<file path="config.mk">
export PLATFORM = sky130hd
export DESIGN_NAME = bounce_gen_multi
export DESIGN_NICKNAME = d
export VERILOG_FILES = /design/src/rtl/bounce_gen_pkg.sv /design/src/rtl/bounce_gen_chan.sv /design/src/rtl/bounce_gen_multi.sv
export SDC_FILE = /design/constraint.sdc
export NUM_CORES = 1
export LEC_CHECK = 0
export CAP_MARGIN = 20
export CORE_ASPECT_RATIO = 1.25
export CORE_MARGIN = 1.5
export CORE_UTILIZATION = 55
export DETAILED_ROUTE_END_ITERATION = 12
export PLACE_DENSITY = 0.78
export SYNTH_ARGS = -nofsm -noshare
export SYNTH_HDL_FRONTEND = slang
export SYNTH_HIERARCHICAL = 1
export SYNTH_SLANG_ARGS = --single-unit
</file>
<file path="constraint.sdc">
create_clock -name clk -period 6.9 [get_ports clk]
set_input_delay 1.38 -clock clk [delete_from_list [all_inputs] [get_ports clk]]
set_output_delay 1.38 -clock clk [all_outputs]
set_load 0.05 [all_outputs]
</file>
<file path="src/rtl/bounce_gen_pkg.sv">
// Shared types, constants and the LFSR-to-range mapping for the bounce generator.
package bounce_gen_pkg;

    typedef enum logic [1:0] {
        IDLE,
        OFF,
        ON
    } bounce_state_t;

    localparam int unsigned            LFSR_WIDTH = 16;
    localparam logic [LFSR_WIDTH-1:0]  LFSR_MASK  = 16'hB400;

    // Scales the LFSR value onto [lo, hi] with a 32-bit product; lo==hi yields lo.
    function automatic logic [31:0] rand_range(input logic [LFSR_WIDTH-1:0] lfsr,
                                               input int unsigned lo,
                                               input int unsigned hi);
        logic [31:0] span;
        logic [31:0] prod;
        span = hi - lo + 32'd1;
        prod = {16'b0, lfsr} * span;
        return lo + (prod >> 16);
    endfunction

endpackage

</file>
<file path="src/rtl/bounce_gen_chan.sv">
// One bounce channel: FSM, segment/bounce counters, Galois LFSR.
// Toggle statistics are built only when BOUNCE_GEN_STATS_EN is defined.
module bounce_gen_chan
    import bounce_gen_pkg::*;
#(
    parameter int unsigned     BOUNCE_CLOCKS_MIN = 10,
    parameter int unsigned     BOUNCE_CLOCKS_MAX = 1000,
    parameter int unsigned     NUM_BOUNCES_MIN   = 2,
    parameter int unsigned     NUM_BOUNCES_MAX   = 5,
    parameter logic [15:0]     SEED              = 16'h0001
) (
    input  logic        clk,
    input  logic        rst,
    input  logic        sig_in,
    output logic        bounce_out,
    output logic        busy,
    output logic [15:0] toggle_count
);

    localparam int unsigned DW = $clog2(BOUNCE_CLOCKS_MAX + 1);
    localparam int unsigned BW = $clog2(NUM_BOUNCES_MAX + 1);
    localparam logic [DW-1:0] ONE_D = DW'(1);
    localparam logic [BW-1:0] ONE_B = BW'(1);

    bounce_state_t          state, state_nxt;
    logic                   target, target_nxt;
    logic                   out_nxt;
    logic [DW-1:0]          delay_cnt, delay_nxt;
    logic [BW-1:0]          bounces_left, bounces_nxt;
    logic [LFSR_WIDTH-1:0]  lfsr;
    logic [DW-1:0]          draw_delay;
    logic [BW-1:0]          draw_bounces;

    assign draw_delay   = DW'(rand_range(lfsr, BOUNCE_CLOCKS_MIN, BOUNCE_CLOCKS_MAX));
    assign draw_bounces = BW'(rand_range(lfsr, NUM_BOUNCES_MIN, NUM_BOUNCES_MAX));
    assign busy         = (state != IDLE);

    always_ff @(posedge clk or posedge rst) begin
        if (rst) begin
            state        <= IDLE;
            target       <= 1'b0;
            bounce_out   <= 1'b0;
            delay_cnt    <= '0;
            bounces_left <= '0;
            lfsr         <= SEED;
        end else begin
            state        <= state_nxt;
            target       <= target_nxt;
            bounce_out   <= out_nxt;
            delay_cnt    <= delay_nxt;
            bounces_left <= bounces_nxt;
            lfsr         <= {1'b0, lfsr[LFSR_WIDTH-1:1]} ^ (lfsr[0] ? LFSR_MASK : '0);
        end
    end

    always_comb begin
        state_nxt   = state;
        target_nxt  = target;
        out_nxt     = bounce_out;
        delay_nxt   = delay_cnt;
        bounces_nxt = bounces_left;
        case (state)
            IDLE: begin
                if (sig_in != bounce_out) begin
                    state_nxt   = OFF;
                    target_nxt  = sig_in;
                    bounces_nxt = draw_bounces;
                    delay_nxt   = draw_delay;
                end
            end
            OFF: begin
                // Input moving away from the target wins over a pending toggle.
                if (sig_in != target) begin
                    state_nxt = IDLE;
                end else if (delay_cnt == ONE_D) begin
                    out_nxt = target;
                    if (bounces_left == ONE_B) begin
                        state_nxt = IDLE;
                    end else begin
                        state_nxt = ON;
                        delay_nxt = draw_delay;
                    end
                end else begin
                    delay_nxt = delay_cnt - ONE_D;
                end
            end
            ON: begin
                if (sig_in != target) begin
                    state_nxt = IDLE;
                end else if (delay_cnt == ONE_D) begin
                    out_nxt     = ~target;
                    bounces_nxt = bounces_left - ONE_B;
                    state_nxt   = OFF;
                    delay_nxt   = draw_delay;
                end else begin
                    delay_nxt = delay_cnt - ONE_D;
                end
            end
            default: state_nxt = IDLE;
        endcase
    end

`ifdef BOUNCE_GEN_STATS_EN
    logic [15:0] toggles;

    always_ff @(posedge clk or posedge rst) begin
        if (rst) begin
            toggles <= '0;
        end else if ((out_nxt != bounce_out) && (toggles != '1)) begin
            toggles <= toggles + 16'd1;
        end
    end

    assign toggle_count = toggles;
`else
    assign toggle_count = '0;
`endif

endmodule

</file>
<file path="src/rtl/bounce_gen_multi.sv">
// Multi-channel bounce generator: one bounce_gen_chan per input bit.
// Define BOUNCE_GEN_STATS_EN to build the per-channel toggle counters.
module bounce_gen_multi
    import bounce_gen_pkg::*;
#(
    parameter int unsigned NUM_CHANNELS      = 4,
    parameter int unsigned BOUNCE_CLOCKS_MIN = 10,
    parameter int unsigned BOUNCE_CLOCKS_MAX = 1000,
    parameter int unsigned NUM_BOUNCES_MIN   = 2,
    parameter int unsigned NUM_BOUNCES_MAX   = 5,
    parameter logic [15:0] LFSR_SEED         = 16'hACE1
) (
    input  logic                       clk,
    input  logic                       rst,
    input  logic [NUM_CHANNELS-1:0]    sig_in,
    output logic [NUM_CHANNELS-1:0]    bounce_out,
    output logic [NUM_CHANNELS-1:0]    busy,
    output logic [NUM_CHANNELS*16-1:0] toggle_count
);

    if (NUM_CHANNELS < 1) begin : g_bad_chan
        $error("bounce_gen_multi: NUM_CHANNELS must be >= 1");
    end
    if (BOUNCE_CLOCKS_MIN < 1) begin : g_bad_bcmin
        $error("bounce_gen_multi: BOUNCE_CLOCKS_MIN must be >= 1");
    end
    if (BOUNCE_CLOCKS_MAX < BOUNCE_CLOCKS_MIN) begin : g_bad_bcmax
        $error("bounce_gen_multi: BOUNCE_CLOCKS_MAX must be >= BOUNCE_CLOCKS_MIN");
    end
    if (NUM_BOUNCES_MIN < 1) begin : g_bad_nbmin
        $error("bounce_gen_multi: NUM_BOUNCES_MIN must be >= 1");
    end
    if (NUM_BOUNCES_MAX < NUM_BOUNCES_MIN) begin : g_bad_nbmax
        $error("bounce_gen_multi: NUM_BOUNCES_MAX must be >= NUM_BOUNCES_MIN");
    end

    for (genvar i = 0; i < NUM_CHANNELS; i++) begin : g_chan
        // Per-channel seed wraps at 16 bits; an all-zero LFSR would lock up.
        localparam logic [15:0] SEED_RAW = LFSR_SEED + 16'(i);
        localparam logic [15:0] SEED     = (SEED_RAW == 16'h0000) ? 16'h0001 : SEED_RAW;

        bounce_gen_chan #(
            .BOUNCE_CLOCKS_MIN (BOUNCE_CLOCKS_MIN),
            .BOUNCE_CLOCKS_MAX (BOUNCE_CLOCKS_MAX),
            .NUM_BOUNCES_MIN   (NUM_BOUNCES_MIN),
            .NUM_BOUNCES_MAX   (NUM_BOUNCES_MAX),
            .SEED              (SEED)
        ) u_chan (
            .clk          (clk),
            .rst          (rst),
            .sig_in       (sig_in[i]),
            .bounce_out   (bounce_out[i]),
            .busy         (busy[i]),
            .toggle_count (toggle_count[i*16 +: 16])
        );
    end

endmodule

</file>
==> metrics.cfg, run 1 <==
[run_status]
status=completed

[power]
swShare_pct=42.8
finalPower_w=0.00358
power.switching_w=0.00153
share_seq_of_total_power_pct=31.2
peakVddDrop_mv=0.189
p_leak_nw=12.6
pwr-share-comb_pct=43.3
powerDensity_nw_per_um2=156
pwr-share-clk_pct=25.5
p_int_w=0.00205

[die]
core_um2=39200
ios=78
start_util_pct=55.8
die_y_um=226
die-area_um2=41000
die_x_um=181
row_count=81

[synthesis]
yosysWarnings=6
synth-seq-area-share_pct=15.3
synth-seq-cells=132
synth_edf_count=0
netlist_top_cells_count=inv_1, ha_1, fa_1, nand2_1, o21ai_0
yosysMostFrequentCell=inv_1
syn_inst=2283
synth_top_cell_area_share_pct=28.9
synth_cell_types=89
ys_async_sr_fraction_pct=100
syn_area_um2=21900
synthTopCellsByArea=fa_1, ha_1, dfrtp_1
yosysTopAreaCell=fa_1
syn_area_per_cell_um2=9.59
ys.flop_type=dfrtp_1

[layout]
drive_gt1_share_pct=4.78
finalNetCount=2945
antenna_cells=0
final_cell_area_um2=22900
areaGrowthSynthToFinish_pct=4.47

[sta]
slew_viol_final=0
max_freq_mhz=156
max-slew-margin-rel_pct=40.3
worst_hold_slack_ns=0.433
finalSetupTns_ns=0
hold_violations=0
timing.final.crit_share_pct=92.8
min_period_ns=6.40
rsz0062_at_grt=false
setup_ws_ns=0.498
tightest_slew_ns=0.895
skew_ns=0.0117
finalSetupViolCount=0

[global_route]
antenna_found_initial=0
gr-usage-met2_pct=44.7
busiest_layer=met2
grt_start_max_net_pins=34
globalRouteMet1Util_pct=26.9
grtUsageTotal_pct=23.3
use_met3_pct=2.92
grt_pass1_vias=16800
overflow=0
grt_pass1_wl_mm=78.0

[flow_run]
cap_violations=0

[clock_tree]
cts.sinks=132
cts_tree=yes
clkLatencyLatePin_ns=0.45
cts_resized=0
clk_pin_slew_ns=0.06
postCtsSetupRepairBufs=0
cts-root-buf=clkbuf_16
htreeDepth=4
cts_hold_buf=0
clockBufferDepth=2
numCtsBuffers=17

[place]
placed_area_um2=22300
place.gp.congestion=0.937
dp_hpwl_mm=37.9
pre_cts_slack_ns=0.558
io_buffer_count=13

[route]
firstDrtPassIters=7
vias_per_cell=5.64
finalWirelength_mm=45.0
vias=15800
drt_iter0_drc=810
wire_per_inst_um=16.1
post-route-drc-count=0
final_antenna_net_count=0

[critical_path]
cp_max_fo=10
cp-end-kind=flip-flop
crit_required_ns=7.23
crit_type=reg -> reg
worst_setup_path_start_kind=flip-flop
cp_data_arrival_time_ns=6.73

[min_path]
hold_class=reg -> reg

-- kinds of logic after synthesis --
family                     synth area share, %
adders and majority gates                 47.8
and+or+nand+nor                           9.55
xor gates and xnor gates                  2.96
DFF                                       15.3
other                                   0.0685
AOI/OAI and AO/OA                         12.9
muxes                                    0.240
buffers and inverters                     11.1
-- power by group through the flow --
stage	sequential (W)	clock, W	combinational, W
2_1_floorplan	0.00108	0	0.00128
3_3_place_gp	0.00111	0	0.00147
3_5_place_dp	0.00112	0	0.00154
4_1_cts	0.00111	0.000940	0.00154
5_1_grt	0.00114	0.000966	0.00175
6_report	0.00112	0.000914	0.00155
-- registers in the layout, summed over array words and instances (netlist names) --
signal                      count
g_chan.u_chan/delay_cnt        40
g_chan.u_chan/target            4
g_chan.u_chan/state             8
g_chan.u_chan/lfsr             64
g_chan.u_chan/bounces_left     12
g_chan.u_chan/bounce_out        4
-- cells in the final DEF (no fill, tap or decap), types with 6 or more instances in the layout --
| master | netlist | layout |
|---|---|---|
| and3_1 | 11 | 11 |
| fa_1 | 316 | 316 |
| o21ai_1 | 23 | 23 |
| clkbuf_1 | 18 | 6 |
| a211oi_1 | 14 | 14 |
| nor3_1 | 24 | 24 |
| a21oi_1 | 107 | 107 |
| clkdlybuf4s50_1 | 0 | 13 |
| dfstp_2 | 33 | 33 |
| nor4_1 | 21 | 21 |
| o21a_1 | 10 | 10 |
| a22o_1 | 9 | 9 |
| o221ai_1 | 6 | 6 |
| buf_4 | 64 | 8 |
| nand2b_1 | 11 | 11 |
| o31ai_1 | 18 | 18 |
| o211ai_1 | 12 | 12 |
| dfrtp_1 | 99 | 99 |
| nand3b_1 | 7 | 7 |
| nand2_1 | 123 | 123 |
| and2_1 | 7 | 7 |
| clkbuf_16 | 0 | 17 |
| o21bai_1 | 7 | 7 |
| inv_1 | 482 | 482 |
| o22ai_1 | 10 | 10 |
| a31oi_1 | 16 | 16 |
| nand3_1 | 42 | 42 |
| nor2_1 | 79 | 79 |
| ha_1 | 332 | 332 |
| a21o_1 | 16 | 16 |
| conb_1 | 4 | 64 |
| xor2_1 | 34 | 34 |
| nand4_1 | 16 | 16 |
| nand4b_1 | 9 | 9 |
| o21ai_0 | 117 | 117 |
| or3_1 | 16 | 16 |
| xnor2_1 | 40 | 40 |
-- final cells by class --
class | instances | area (um2)
multi-input cells | 1637 | 16300
fillers | 3234 | 16300
flip-flops and latches | 132 | 3340
inverters | 482 | 1810
well taps | 498 | 623
clock buffers | 26 | 489
repair buffers | 21 | 190
clock inverters | 5 | 80.1
-- routing by layer --
metal | wire, um | vias to the layer above
met5 | 0 | -
li1 | - | 7465
met3 | 1270 | 67
met2 | 24600 | 350
met1 | 18200 | 7907
met4 | 992 | 0
-- metrics by stage --
| stage | utilization [%] | cells |
|---|---|---|
| CTS | 58.3 | 2801 |
| global route | 58.3 | 2801 |
| global placement | 56.9 | 2770 |
| detailed placement | 56.9 | 2770 |
| finish | 58.3 | 2801 |
| floorplan | - | 2343 |
-- worst paths after layout --
check | from | endpoint | slack, ns | cells after the start
worst max-delay path | g_chan[3].u_chan/lfsr[14] | g_chan[3].u_chan/delay_cnt[9] | 0.50 | 24
worst min-delay path | g_chan[2].u_chan/lfsr[1] | g_chan[2].u_chan/lfsr[0] | 0.43 | 0
worst max register to register | g_chan[3].u_chan/lfsr[14] | g_chan[3].u_chan/delay_cnt[9] | 0.50 | 24
worst min register to register | g_chan[2].u_chan/lfsr[1] | g_chan[2].u_chan/lfsr[0] | 0.43 | 0
max in group asynchronous | rst | g_chan[0].u_chan/lfsr[0] | 5.00 | 3
min in group asynchronous | rst | g_chan[3].u_chan/delay_cnt[0] | 1.52 | 3
-- worst max-delay path, cell delays in order, from the launching register on --
cell and delay, ns:
dfrtp_1 0.62, fa_1 0.54, inv_1 0.13, fa_1 0.46, fa_1 0.55, inv_1 0.05, fa_1 0.47, inv_1 0.05
fa_1 0.47, inv_1 0.04, ha_1 0.32, a21oi_1 0.38, o21ai_0 0.21, o21ai_0 0.17, and2_1 0.18, xor2_1 0.09
inv_1 0.06, ha_1 0.19, nor2b_1 0.06, mux2i_1 0.25, nand4_1 0.16, or4_1 0.53, nand3b_1 0.11, xnor2_1 0.12
o21ai_1 0.07
No activity file was read; power rests on OpenSTA's default activity.
==> run 2: changes to the inputs <==
CORE_MARGIN = not set   (was 1.5)
==> run 2 against run 1 <==
Design area up 0.46%; sequential cell count unchanged; highest routed layer unchanged; via count down 0.63%; clock-buffer cell count down 9; largest cell class unchanged.
==> metrics.cfg, run 2 (same netlist as run 1, synthesis figures left out) <==
[power]
swShare_pct=42.0
power.switching_w=0.00157
share_seq_of_total_power_pct=29.8
pwr-share-comb_pct=41.8
powerDensity_nw_per_um2=163
p_leak_nw=12.6
peakVddDrop_mv=0.182
pwr-share-clk_pct=28.4
p_int_w=0.00217

[die]
core_um2=39200
die-area_um2=40600
ios=78
die_y_um=225
row_count=81
die_x_um=180
start_util_pct=55.8

[critical_path]
worst_setup_path_start_kind=flip-flop
cpMostUsedCell=fa_1
reg2reg_depth=20
reg2reg_to=g_chan[0].u_chan/delay_cnt[9]
cp_slowest_cell=fa_1
crit_required_ns=7.28
cp_max_fo=8
crit_buf_inv=4
crit_family=adder cells
crit_type=reg -> reg
cp-end-kind=flip-flop
path_cells=fa_1 > inv_1 > fa_1 > inv_1 > fa_1 > fa_1 > inv_1 > fa_1 > inv_1 > ha_1 > a21oi_1 > o21ai_1 > a31oi_1 > a211oi_1 > a211oi_1 > ha_1 > o221ai_1 > o31a_1 > or4_1 > nand3_1
rr_startpoint=g_chan[0].u_chan/lfsr[3]
r2r_slack_ns=0.51
cp_data_arrival_time_ns=6.77
slowest_delay_ns=0.62

[clock_tree]
clk_pin_slew_ns=0.06
cts-root-buf=clkbuf_16
cts_hold_buf=0
clockBufferDepth=2
htreeDepth=4
cts_tree=yes
cts_resized=0
cts.sinks=132
numCtsBuffers=17
clkLatencyLatePin_ns=0.45
postCtsSetupRepairBufs=0

[global_route]
grtUsageTotal_pct=23.2
overflow=0
grt_pass1_vias=16600
grt_start_max_net_pins=34
antenna_found_initial=0
grt_pass1_wl_mm=77.1

[sta]
setup_ws_ns=0.508
skew_ns=0.00894
hold_violations=0
rsz0062_at_grt=false
slew_viol_final=0
max_freq_mhz=156
timing.final.crit_share_pct=92.6
finalSetupViolCount=0
min_period_ns=6.39
finalSetupTns_ns=0
max-slew-margin-rel_pct=44.7
tightest_slew_ns=0.830

[layout]
utilization_pct=58.6
final_cell_mix=inv_1, ha_1, fa_1
finalNetCount=2945
drive_gt1_share_pct=5.08
regMostFlops=g_chan.u_chan/lfsr
antenna_cells=0
largest_reg_flops=64
final_common_cell=inv_1
final_cell_area_um2=23000
areaGrowthSynthToFinish_pct=4.96
reg_top3=g_chan.u_chan/lfsr x64, g_chan.u_chan/delay_cnt x40, g_chan.u_chan/bounces_left x12

[route]
finalWirelength_mm=45.0
post-route-drc-count=0
vias_per_cell=5.60
wire_per_inst_um=16.1
drt_iter0_drc=886
firstDrtPassIters=5
final_antenna_net_count=0
vias=15700

[flow_run]
cap_violations=0

[min_path]
holdCritStartpoint=g_chan[2].u_chan/lfsr[1]
min_to=g_chan[2].u_chan/lfsr[0]
hold_class=reg -> reg
hold_depth=0

[run_status]
status=completed

[place]
dp_hpwl_mm=37.5
io_buffer_count=13
place.gp.congestion=0.902
pre_cts_slack_ns=0.534
placed_area_um2=22300

[run 2: worst reg2reg max path: stages, from the launching register on]
cell      delay (ns)
dfrtp_1         0.49
fa_1            0.62
inv_1           0.07
fa_1            0.51
inv_1           0.06
fa_1            0.51
fa_1            0.56
inv_1           0.05
fa_1            0.47
inv_1           0.04
ha_1            0.39
a21oi_1         0.21
o21ai_1         0.09
a31oi_1         0.23
a211oi_1        0.12
a211oi_1        0.45
ha_1            0.30
o221ai_1        0.22
o31a_1          0.33
or4_1           0.52
nand3_1         0.09
[run 2: layout make-up]
cell class | instances | area, um2
inverters | 482 | 1810
multi-input cells | 1637 | 16300
repair buffers | 21 | 190
clock inverters | 15 | 250
clock buffers | 17 | 425
well taps | 498 | 623
fillers | 3159 | 16200
flip-flops and latches | 132 | 3340
[run 2: metal layers]
| layer | vias to the layer above | part of all wire (%) | global-route usage (%) |
|---|---|---|---|
| li1 | 7462 | - | - |
| met1 | 7826 | 41 | 27.5 |
| met2 | 332 | 54 | 43.9 |
| met3 | 69 | 2.6 | 2.60 |
| met4 | 0 | 2.0 | 7.11 |
| met5 | - | 0 | 0 |
[run 2: power by group through the flow]
stage	logic, W	clock network, W	registers, W
floorplan	0.00128	0	0.00108
global placement	0.00147	0	0.00111
detailed placement	0.00155	0	0.00112
CTS	0.00155	0.00108	0.00111
global route	0.00175	0.00111	0.00114
finish	0.00157	0.00106	0.00112
[run 2: how the worst max path moves through the flow]
stage                                   from                            end  slack [ns]  depth (start not counted)
floorplan           g_chan[1].u_chan/lfsr[7]  g_chan[1].u_chan/delay_cnt[9]        1.07                         19
global placement    g_chan[1].u_chan/lfsr[0]  g_chan[1].u_chan/delay_cnt[9]        0.69                         19
detailed placement  g_chan[1].u_chan/lfsr[0]  g_chan[1].u_chan/delay_cnt[9]        0.53                         19
CTS                 g_chan[0].u_chan/lfsr[3]  g_chan[0].u_chan/delay_cnt[9]        0.51                         20
global route        g_chan[0].u_chan/lfsr[3]  g_chan[0].u_chan/delay_cnt[9]        0.17                         20
finish              g_chan[0].u_chan/lfsr[3]  g_chan[0].u_chan/delay_cnt[9]        0.51                         20
[run 2: stage by stage]
step           std cells  hold slack [ns]  power (W)
2_1_floorplan       2343            0.404    0.00237
5_1_grt             2802            0.451    0.00401
3_5_place_dp        2770            0.427    0.00267
6_report            2802            0.434    0.00374
4_1_cts             2802            0.437    0.00375
3_3_place_gp        2770            0.419    0.00258
==> run 3: changes to the inputs <==
CTS_BUF_LIST = sky130_fd_sc_hd__clkbuf_4 sky130_fd_sc_hd__clkbuf_8 sky130_fd_sc_hd__clkbuf_16   (was not set)
==> results of run 3 <==
Final layout, timing and power as in run 2 (identical DEF).
==> RTL change: new RTL, config.mk and constraints of run 2 <==
Put a register stage on the output `bounce_out`, without a reset. The value now appears one clock later. The other outputs are not delayed to match.
--- a/src/rtl/bounce_gen_multi.sv
+++ b/src/rtl/bounce_gen_multi.sv
@@ -19,2 +19,4 @@
 );
+
+    logic [NUM_CHANNELS-1:0] bounce_d;
 
@@ -51,3 +53,3 @@
             .sig_in       (sig_in[i]),
-            .bounce_out   (bounce_out[i]),
+            .bounce_out   (bounce_d[i]),
             .busy         (busy[i]),
@@ -57,2 +59,6 @@
 
+    always_ff @(posedge clk) begin
+        bounce_out <= bounce_d;
+    end
+
 endmodule
Formal check against the unedited RTL: same outputs for any inputs over 4 cycles, from zero or initial values and one cycle with rst high; that may be too few to reach the edited logic, so the function may still have changed.
==> RTL change against run 2 <==
- wire length grew 1.1%
- count of clock-buffer cells in the layout grew 4
- area after synthesis grew 0.37%
- cell area is essentially flat
- total power shrank 2.9%
- critical path type unchanged
- setup slack gained 0.0067 ns
- sequential cell count grew 4
- global-route usage grew 0.59 points
- via count is essentially flat
- maximum frequency grew 0.11%
- core utilization is essentially flat
- sequential share of layout area grew 0.36 points
==> RTL change: results (changes against run 2) <==
Clock tree
  – # Post-CTS Setup Buffers: 0 (unchanged)
  – Root Driver: clkbuf_16
  – Max clock buf depth: 2 (unchanged)
  – Cts bufs inserted: 17 (unchanged)
  – Clk pin slew, worst setup/hold paths: ~0.070 ns
  – CTS resizes: 0 (unchanged)
  – H-tree depth: 4 (unchanged)

Pwr
  – Switching share of power: 43.4% (+1.4 points)
  – Leakage power: 0.0126 µW (about the same)
  – Largest vdd supply drop: 0.165 mV (-8.9%)

Worst setup path
  – RR Startpoint: g_chan[3].u_chan/lfsr[8]
  – R2R depth: 22 (+10%)
  – Max FO, Critical Path: 7 (-1)
  – Reg2Reg Setup Slack: 0.51 ns
  – Slowest cell delay on critical path: 0.65 ns (+0.03 ns)
  – Slowest CP cell: fa_1
  – Worst R2R End: g_chan[3].u_chan/delay_cnt[9]

Yosys
  – Synth unique cells: 90 (+1.1%)
  – Yosys warns: 6 (unchanged)
  – Synth cell count leaders: 482 x inv_1, 332 x ha_1, 316 x fa_1
  – Async S/R FF share, synth: 97.1% (-2.9 points)
  – Avg Cell Area, Syn: 9.61 µm² (+0.19%)
  – Area contributors post-synth: fa_1 29%, ha_1 19%, dfrtp_1 11%, inv_1 8.2%, dfstp_2 3.9%
  – Top FF cell, synth: dfrtp_1
  – Seq/Total Area, Yosys: 15.6% (+0.31 points)

Placed design
  – Placer's final routability congestion estimate: 0.930 (+3.1%)
  – DP HPWL: 37.9 mm (+1.1%)
  – Placed Instance Area: 22400 µm² (+0.39%)
  – PortBufs: 13 (unchanged)

Hold path
  – Start point of the worst hold path: g_chan[2].u_chan/lfsr[1]
  – WHS Endpoint: g_chan[2].u_chan/lfsr[0]
  – Hold Path Depth: 0 (unchanged)
  – Worst hold path type: reg2reg

Layout
  – Fillers: 3193 (+1.1%)
  – ANT cells: 0 (unchanged)
  – Layout Cells excl Fill: 2807 (+0.18%)
  – Top flop regs: g_chan.u_chan/lfsr (64), g_chan.u_chan/delay_cnt (40), g_chan.u_chan/bounces_left (12)
  – Share of cells above drive strength 1: 4.98% (-0.098 points)
  – Nets@finish: 2950 (+0.17%)

Global routing
  – Vias in the first global route: 17200 (+3.5%)
  – Initial antenna violation count: 0 (unchanged)
  – Largest net degree at the start of global routing: 34 (unchanged)
  – First-pass GRT wire length: 78.7 mm (+2.1%)
  – GR Util All Layers: 23.8% (+0.59 points)

STA
  – Clk_skew: 0.0154 ns (+0.00642 ns)
  – Slew Limit Fails: 0 (unchanged)
  – Worst-margin pin slew: 0.976 ns (+0.146 ns)
  – WHS: 0.442 ns (+0.00808 ns)

Drt
  – Vias per Instance: 5.59 (-0.12%)
  – DR WL met3: 1.14 mm (-1.5%)
  – Highest metal used: met4
  – Met2 wire length: 24.7 mm (+1.8%)
  – 1st-pass router iterations: 6 (+1)
  – Average wire per standard cell: 16.2 µm (+0.96%)
  – Initial drt markers: 909 (+2.6%)
  – WL met1: 18.4 mm (-1.3%)

Outcome
  – Run status: finished, final reports clean
## RTL change: cell count changes after synthesis
cell	delta
dfxtp_1	+4
## RTL change: per-layer routing
layer  GRT usage [%]  vias up
met4            8.63        0
li1                -     7476
met5               0        -
met1            27.0     7823
met2            45.7      308
met3            2.65       91
## RTL change: worst max path at each step
stage                                    startpoint  slack, ns  cells after the start                       endpoint
after floorplan            g_chan[1].u_chan/lfsr[7]       1.07                     19  g_chan[1].u_chan/delay_cnt[9]
after global placement     g_chan[1].u_chan/lfsr[7]       0.71                     19  g_chan[1].u_chan/delay_cnt[9]
after detailed placement   g_chan[1].u_chan/lfsr[7]       0.55                     20  g_chan[1].u_chan/delay_cnt[9]
after CTS                  g_chan[3].u_chan/lfsr[8]       0.47                     22  g_chan[3].u_chan/delay_cnt[9]
after global routing      g_chan[3].u_chan/lfsr[14]       0.06                     24  g_chan[3].u_chan/delay_cnt[9]
final                      g_chan[3].u_chan/lfsr[8]       0.51                     22  g_chan[3].u_chan/delay_cnt[9]
## RTL change: power groups by stage
stage	clock network (µW)	registers (µW)	logic [µW]
5_1_grt	988	1160	1760
2_1_floorplan	0	1110	1280
3_5_place_dp	0	1150	1540
6_report	932	1140	1560
3_3_place_gp	0	1130	1470
4_1_cts	955	1140	1550
## RTL change: final cells by class
| cell class | instances | area, µm² | share of cell area [%] |
|---|---|---|---|
| clock buffer | 21 | 450 | 1.96 |
| multi-input combinational | 1637 | 16300 | 71.2 |
| inverter | 482 | 1810 | 7.88 |
| tap | 498 | 623 | 2.71 |
| timing repair buffer | 22 | 198 | 0.861 |
| sequential | 136 | 3420 | 14.9 |
| clock inverter | 11 | 123 | 0.534 |
## RTL change: metrics by stage
step	util [%]	setup WS, ns
floorplan	-	1.07
global placement	57.1	0.706
detailed placement	57.1	0.548
CTS	58.6	0.470
global route	58.6	0.0599
finish	58.6	0.515
## RTL change: logic make-up (layout without fill, tap and decap cells)
logic type | count (synthesis) | after routing | share of synthesized area (%)
compound gates | 435 | 435 | 12.9
xor+xnor | 74 | 74 | 2.95
fa+ha+maj | 648 | 648 | 47.7
buf+inv | 574 | 536 | 11.1
flops | 136 | 136 | 15.6
mux | 5 | 5 | 0.239
other cells | 4 | 64 | 0.0683
simple gates | 411 | 411 | 9.52
## RTL change: critical path, delay by kind of cell (launching register included)
family | cells | cell delay (ns)
AND/OR/NAND/NOR | 4 | 0.93
adder cells (fa/ha/maj) | 7 | 3.13
AO/OA/AOI/OAI | 5 | 0.93
buffers and inverters | 3 | 0.18
flip-flops | 1 | 0.53
multiplexers | 1 | 0.24
XOR/XNOR | 2 | 0.32
